--- config.mk ---
export PLATFORM = sky130hd
export DESIGN_NAME = tick_sched_flat
export DESIGN_NICKNAME = d
export VERILOG_FILES = /design/src/rtl/tick_sched_pkg.sv /design/src/rtl/tick_sched_if.sv /design/src/rtl/tick_sched_chan.sv /design/src/rtl/tick_sched.sv /design/src/flat_wrapper.sv
export SDC_FILE = /design/constraint.sdc
export NUM_CORES = 1
export LEC_CHECK = 0
export BUFFER_PORTS_ARGS = -buffer_cell sky130_fd_sc_hd__buf_2
export CELL_PAD_IN_SITES_DETAIL_PLACEMENT = 0
export CELL_PAD_IN_SITES_GLOBAL_PLACEMENT = 1
export CORE_MARGIN = 2
export CORE_UTILIZATION = 32
export DETAILED_ROUTE_END_ITERATION = 7
export PLACE_DENSITY_LB_ADDON = 0.2
export SYNTH_ARGS = -nofsm -noshare
export SYNTH_HDL_FRONTEND = slang
export SYNTH_SLANG_ARGS = --single-unit
--- constraint.sdc ---
create_clock -name sys_clk -period 3.75 [get_ports sys_clk]
set_input_delay 0.9375 -clock sys_clk [delete_from_list [all_inputs] [get_ports sys_clk]]
set_output_delay 0.9375 -clock sys_clk [all_outputs]
set_load 0.01 [all_outputs]
--- src/rtl/tick_sched_pkg.sv ---
// Shared types and default sizing for the tick scheduler.
package tick_sched_pkg;

  localparam int unsigned NCH   = 4;
  localparam int unsigned DIV_W = 16;
  localparam int unsigned CH_W  = $clog2(NCH);

  typedef enum logic {
    IDLE,
    PEND
  } cfg_state_e;

  typedef struct packed {
    logic [CH_W-1:0]  ch;
    logic [DIV_W-1:0] div;
  } pend_req_t;

endpackage

--- src/rtl/tick_sched_if.sv ---
// Configuration handshake and tick/toggle outputs of the tick scheduler.
interface tick_sched_if;
  import tick_sched_pkg::*;

  logic             cfg_valid;
  logic             cfg_ready;
  logic [CH_W-1:0]  cfg_ch;
  logic [DIV_W-1:0] cfg_div;
  logic             cfg_en;
  logic             sync;
  logic [NCH-1:0]   tick;
  logic [NCH-1:0]   tgl;
  logic             busy;

  modport master (
    output cfg_valid, cfg_ch, cfg_div, cfg_en, sync,
    input  cfg_ready, tick, tgl, busy
  );

  modport slave (
    input  cfg_valid, cfg_ch, cfg_div, cfg_en, sync,
    output cfg_ready, tick, tgl, busy
  );
endinterface

--- src/rtl/tick_sched_chan.sv ---
// One tick channel: divisor, wrap counter, single-cycle tick and toggle output.
module tick_chan
  import tick_sched_pkg::*;
(
  input  logic             sys_clk,
  input  logic             reset,
  input  logic             start_i,
  input  logic             stop_i,
  input  logic             reload_i,
  input  logic             sync_i,
  input  logic             cnt_en_i,
  input  logic [DIV_W-1:0] div_i,
  output logic             en_o,
  output logic             wrap_c_o,
  output logic             tick_o,
  output logic             tgl_o
);

  logic             en_q, en_d;
  logic [DIV_W-1:0] div_q, div_d;
  logic [DIV_W-1:0] cnt_q, cnt_d;
  logic             tick_q, tick_d;
  logic             tgl_q, tgl_d;
  logic             wrap_c;

  assign wrap_c = en_q & cnt_en_i & (cnt_q == (div_q - DIV_W'(1)));

  // Stop beats start beats sync beats wrap; a reload rides on whichever edge releases it.
  always_comb begin
    en_d   = en_q;
    div_d  = div_q;
    cnt_d  = cnt_q;
    tick_d = 1'b0;
    tgl_d  = tgl_q;
    if (stop_i) begin
      en_d  = 1'b0;
      cnt_d = '0;
      tgl_d = 1'b0;
    end else if (start_i) begin
      en_d  = 1'b1;
      div_d = div_i;
      cnt_d = '0;
    end else if (en_q) begin
      if (reload_i) div_d = div_i;
      if (sync_i) begin
        cnt_d = '0;
      end else if (wrap_c) begin
        cnt_d  = '0;
        tick_d = 1'b1;
        tgl_d  = ~tgl_q;
      end else if (cnt_en_i) begin
        cnt_d = cnt_q + DIV_W'(1);
      end
    end
  end

  always_ff @(posedge sys_clk or negedge reset) begin
    if (!reset) begin
      en_q   <= 1'b0;
      div_q  <= '0;
      cnt_q  <= '0;
      tick_q <= 1'b0;
      tgl_q  <= 1'b0;
    end else begin
      en_q   <= en_d;
      div_q  <= div_d;
      cnt_q  <= cnt_d;
      tick_q <= tick_d;
      tgl_q  <= tgl_d;
    end
  end

  assign en_o     = en_q;
  assign wrap_c_o = wrap_c;
  assign tick_o   = tick_q;
  assign tgl_o    = tgl_q;

endmodule

--- src/rtl/tick_sched.sv ---
// Tick scheduler top: config FSM with deferred reload plus NCH tick channels.
// TICK_SCHED_CASCADE_EN: last channel counts tick[0] strobes instead of sys_clk.
module tick_sched
  import tick_sched_pkg::*;
(
  input logic         sys_clk,
  input logic         reset,
  tick_sched_if.slave cfg_bus
);

  cfg_state_e       state_q, state_d;
  pend_req_t        pend_q, pend_d;
  logic             ready_q, ready_d;
  logic             busy_q, busy_d;
  logic [NCH-1:0]   sel_c, start_c, stop_c, reload_c, wrap_c, en_c;
  logic [NCH-1:0]   tick_w, tgl_w;
  logic [DIV_W-1:0] chan_div_c;

  // Out-of-range channel numbers shift out to an empty select and are dropped.
  assign sel_c      = NCH'(1) << cfg_bus.cfg_ch;
  assign chan_div_c = (state_q == PEND) ? pend_q.div : cfg_bus.cfg_div;

  always_comb begin
    state_d  = state_q;
    pend_d   = pend_q;
    start_c  = '0;
    stop_c   = '0;
    reload_c = '0;
    case (state_q)
      IDLE: begin
        if (cfg_bus.cfg_valid) begin
          if (!cfg_bus.cfg_en || (cfg_bus.cfg_div == '0)) begin
            stop_c = sel_c;
          end else if (|(sel_c & en_c)) begin
            pend_d  = '{ch: cfg_bus.cfg_ch, div: cfg_bus.cfg_div};
            state_d = PEND;
          end else begin
            start_c = sel_c;
          end
        end
      end
      PEND: begin
        if (wrap_c[pend_q.ch] || cfg_bus.sync) begin
          reload_c[pend_q.ch] = 1'b1;
          state_d             = IDLE;
        end
      end
      default: state_d = IDLE;
    endcase
    ready_d = (state_d == IDLE);
    busy_d  = (state_d == PEND);
  end

  always_ff @(posedge sys_clk or negedge reset) begin
    if (!reset) begin
      state_q <= IDLE;
      pend_q  <= '0;
      ready_q <= 1'b1;
      busy_q  <= 1'b0;
    end else begin
      state_q <= state_d;
      pend_q  <= pend_d;
      ready_q <= ready_d;
      busy_q  <= busy_d;
    end
  end

  for (genvar i = 0; i < int'(NCH); i++) begin : g_ch
    logic cnt_en;
`ifdef TICK_SCHED_CASCADE_EN
    if (i == int'(NCH) - 1) begin : g_casc
      assign cnt_en = tick_w[0];
    end else begin : g_free
      assign cnt_en = 1'b1;
    end
`else
    assign cnt_en = 1'b1;
`endif
    tick_chan u_chan (
      .sys_clk  (sys_clk),
      .reset    (reset),
      .start_i  (start_c[i]),
      .stop_i   (stop_c[i]),
      .reload_i (reload_c[i]),
      .sync_i   (cfg_bus.sync),
      .cnt_en_i (cnt_en),
      .div_i    (chan_div_c),
      .en_o     (en_c[i]),
      .wrap_c_o (wrap_c[i]),
      .tick_o   (tick_w[i]),
      .tgl_o    (tgl_w[i])
    );
  end

  assign cfg_bus.cfg_ready = ready_q;
  assign cfg_bus.busy      = busy_q;
  assign cfg_bus.tick      = tick_w;
  assign cfg_bus.tgl       = tgl_w;

endmodule
--- src/flat_wrapper.sv ---
// flat-port wrapper written by rule: the top's interface ports become plain ports
module tick_sched_flat import tick_sched_pkg::*;
  (sys_clk, reset, cfg_bus_cfg_valid, cfg_bus_cfg_ch, cfg_bus_cfg_div, cfg_bus_cfg_en, cfg_bus_sync, cfg_bus_cfg_ready, cfg_bus_tick, cfg_bus_tgl, cfg_bus_busy);
  tick_sched_if cfg_bus_i ();
  input logic sys_clk;
  input logic reset;
  input wire logic [$bits(cfg_bus_i.cfg_valid)-1:0] cfg_bus_cfg_valid;
  input wire logic [$bits(cfg_bus_i.cfg_ch)-1:0] cfg_bus_cfg_ch;
  input wire logic [$bits(cfg_bus_i.cfg_div)-1:0] cfg_bus_cfg_div;
  input wire logic [$bits(cfg_bus_i.cfg_en)-1:0] cfg_bus_cfg_en;
  input wire logic [$bits(cfg_bus_i.sync)-1:0] cfg_bus_sync;
  output wire logic [$bits(cfg_bus_i.cfg_ready)-1:0] cfg_bus_cfg_ready;
  output wire logic [$bits(cfg_bus_i.tick)-1:0] cfg_bus_tick;
  output wire logic [$bits(cfg_bus_i.tgl)-1:0] cfg_bus_tgl;
  output wire logic [$bits(cfg_bus_i.busy)-1:0] cfg_bus_busy;
  assign cfg_bus_i.cfg_valid = cfg_bus_cfg_valid;
  assign cfg_bus_i.cfg_ch = cfg_bus_cfg_ch;
  assign cfg_bus_i.cfg_div = cfg_bus_cfg_div;
  assign cfg_bus_i.cfg_en = cfg_bus_cfg_en;
  assign cfg_bus_i.sync = cfg_bus_sync;
  assign cfg_bus_cfg_ready = cfg_bus_i.cfg_ready;
  assign cfg_bus_tick = cfg_bus_i.tick;
  assign cfg_bus_tgl = cfg_bus_i.tgl;
  assign cfg_bus_busy = cfg_bus_i.busy;
  tick_sched u_core (.sys_clk(sys_clk), .reset(reset), .cfg_bus(cfg_bus_i));
endmodule
==> impl_metrics.ini <==
[critical_path]
largest_stage_delay_on_the_critical_path_ps = 490
worstSetupStartpointType = register
critical_path_required_ps = 4080
critPathSlowestCell = or4b_1
r2r-end = u_core.g_ch[1].u_chan.div_q[1]$_DFFE_PN0P_
reg2reg_slack_ps = 270
regToRegStartpoint = u_core.g_ch[1].u_chan.div_q[0]$_DFFE_PN0P_
timing.critical_path.to_type = register
worstPathCellList = inv_1 -> ha_1 -> or4b_1 -> a2111oi_0 -> o21ai_0 -> a221o_1 -> nor4b_4 -> nor2_1 -> o41ai_4 -> buf_6 -> mux2_2
crit_arrival_ps = 3820
path_class = register to register
crit_path_max_fanout = 16
worst_r2r_path_depth = 11

[final_layout]
fin_cells = 1540
num_antenna_cells = 0
nNetsFinal = 1156
synthToLayoutAreaGrowth_pct = 12.77
drive_above_1_share_pct = 16.26

[global_routing]
grt_util_all_layers_pct = 18.21
grt_first_pass_wirelength_mm = 46.82
grt.overflow.total = 0
largest_net_degree_at_the_start_of_global_routing = 66
antenna_found_initial = 0
first_global_vias = 7939

[timing]
post-route-period-util_pct = 92.91
layout_setup_ws_ps = 265.9
timing.clock.skew_ps = 12.90
max_slew_margin_pct = 28.30
timing.final.crit_period_ps = 3484
rsz0062_at_grt = false
timing.final.max_slew_violations = 0
setup-tns-final_ps = 0
fmaxAchievable_mhz = 287.0
hold_ws_ps = 461.5
setup_viol_count_final = 0
worst-slew-pin-transition_ps = 1072
timing_hold_violations_final = 0

[power_and_ir_drop]
fin_total_pwr_w = 0.007540
leakage_nw = 4.876
cellPowerDensity_nw_per_um2 = 659.8
ir_worst_vdd_v = 0.0003933

[clock_network]
cts_root_buf = clkbuf_16
cts_sinks = 160
tritoncts = yes
cts_h_tree_lvls = 4
cts-buffers-inserted = 17
number_of_hold_repair_buffers_added_at_the_cts_stage = 0
worst_setup_hold_path_clk_slew_ps = 70
clk-insertion-delay-late_ps = 450
max-clock-path-buffers = 2
post-cts-setup-buffers = 0

[yosys]
post_synth_inst_count = 1094
synth.cell_area_um2 = 10130
ys_types = 79
synth-warning-count = 0
synthTopCellsByArea = dfrtp_1 (39%), mux2_2 (5.1%), nand2_1 (4.4%)
syn_avg_cell_area_um2 = 9.264
synthMostInstantiatedCell = dfrtp_1
synth_ff_type = dfrtp_1
postSynth.asyncResetShare_pct = 100.0
ys_seq_elements = 160
ys_seq_area_share_pct = 39.52
synth_top_area_share_pct = 39.26
edff_count_synth = 0
synth.net_count = 1125
synth_top_cell_by_area = dfrtp_1
post_synth_most_frequent_cells = dfrtp_1 (159), nand2_1 (119), nand3_1 (68)

[die]
overall_die_area_um2 = 33110
floorplan.rows = 65
floorplan_core_area_um2 = 31390
die_w_um = 182.0
die_h_um = 182.0
floorplan.initialDensity_pct = 32.28
io_pins = 33

[drt]
ant_nets = 0
detail_route.wirelength_mm = 28.86
vias_post_dr = 8354
detailed_route_vias_per_instance = 5.425
drc = 0
wl_per_cell_um = 18.74
detailed_router_s_first_iteration_violation_count = 751
firstDrtPassIters = 4

[placed_design]
place_inst = 1508
hpwlAfterDp_mm = 20.47
buffer_ports.inserted = 32
gp_congestion = 0.7895
placement.setup.worst_slack_ps = 268.3

[run_status]
run_status = finished, final reports clean

[hold_path]
hp-class = primary input to async pin

[run]
max-cap-violations = 0
-- cells by family after synthesis --
family / synth area share (%)
simple gates: 24.80
compound gates: 14.33
flops: 39.52
buf+inv: 4.074
xor+xnor: 7.864
mux: 8.420
fa+ha+maj: 0.9877
-- registers in the layout, indices dropped and copies added (netlist names) --
name                       count
u_core.g_ch.u_chan.cnt_q      64
u_core.g_ch.u_chan.div_q      64
u_core.pend_q                 18
u_core.g_ch.u_chan.en_o        4
u_core.g_ch.u_chan.tgl_o       4
u_core.g_ch.u_chan.tick_o      4
u_core.cfg_bus.cfg_ready       1
u_core.state_q                 1
-- metal layers --
layer	share of wire (%)	track usage (%)	up-vias
met2	43	26.21	135
met3	3.0	2.587	22
met5	0	0	-
met1	53	28.24	4131
met4	1.1	4.806	0
li1	-	-	4066
-- where the power goes --
group / total, W / internal, W / switching (W)
clock: 0.00170 / 0.000871 / 0.000833
sequential: 0.00278 / 0.00218 / 0.000607
combinational: 0.00305 / 0.00135 / 0.00170
total: 0.00754 / 0.00440 / 0.00314
-- stage by stage --
stage                     util [%]  cell area, um2
after floorplan                  -           10130
after global placement       34.61           10860
after detailed placement     34.61           10860
after CTS                    36.37           11420
after global routing         36.40           11430
final                        36.40           11430
-- worst max-delay path: cells and delay by family, from the launching register on --
| kind | cells | cell delay, ps |
|---|---|---|
| muxes | 1 | 350 |
| AOI/OAI and AO/OA | 4 | 1140 |
| and+or+nand+nor | 3 | 920 |
| DFF | 1 | 430 |
| adders and majority gates | 1 | 210 |
| buffers and inverters | 2 | 310 |
-- placed cells by master, fill, tap and decap left out, types with 14 or more instances in the layout --
master and instances:
a21o_1 15, a21oi_1 35, a221oi_1 17, and3_1 37
buf_2 31, buf_4 38, clkbuf_16 17, dfrtp_1 159
inv_1 31, mux2_2 46, nand2_1 119, nand3_1 68
nand4_1 14, nand4b_1 16, nor2_1 63, nor3_1 30
nor4_1 27, o21ai_0 43, xnor2_1 48, xor2_1 43
-- cell type report --
cell class	instances	area [um2]
Clock buffer	18	429.2
Clock inverter	14	123.9
Fill cell	3195	19960
Inverter	32	120.1
Multi-Input combinational cell	840	5724
Sequential cell	160	4005
Tap cell	402	503.0
Timing Repair Buffer	74	523.0
-- repair_timing --
action                     CTS  global route
gates resized for setup      0             3
hold endpoints to repair     0             0
setup endpoints to repair    0            12
-- how the worst max path moves through the flow --
| stage | from | end | depth (start not counted) |
|---|---|---|---|
| final | u_core.g_ch[1].u_chan.div_q[0]$_DFFE_PN0P_ | u_core.g_ch[1].u_chan.div_q[1]$_DFFE_PN0P_ | 11 |
| after global routing | u_core.g_ch[3].u_chan.div_q[0]$_DFFE_PN0P_ | u_core.g_ch[3].u_chan.div_q[7]$_DFFE_PN0P_ | 12 |
| after CTS | u_core.g_ch[1].u_chan.div_q[0]$_DFFE_PN0P_ | u_core.g_ch[1].u_chan.div_q[1]$_DFFE_PN0P_ | 11 |
| after floorplan | u_core.g_ch[1].u_chan.div_q[0]$_DFFE_PN0P_ | u_core.g_ch[1].u_chan.div_q[10]$_DFFE_PN0P_ | 11 |
| after detailed placement | cfg_bus_cfg_div[14] | u_core.g_ch[0].u_chan.cnt_q[13]$_DFFE_PN0P_ | 9 |
| after global placement | cfg_bus_cfg_div[14] | u_core.g_ch[0].u_chan.cnt_q[10]$_DFFE_PN0P_ | 9 |
(Power assumes the default switching activity.)
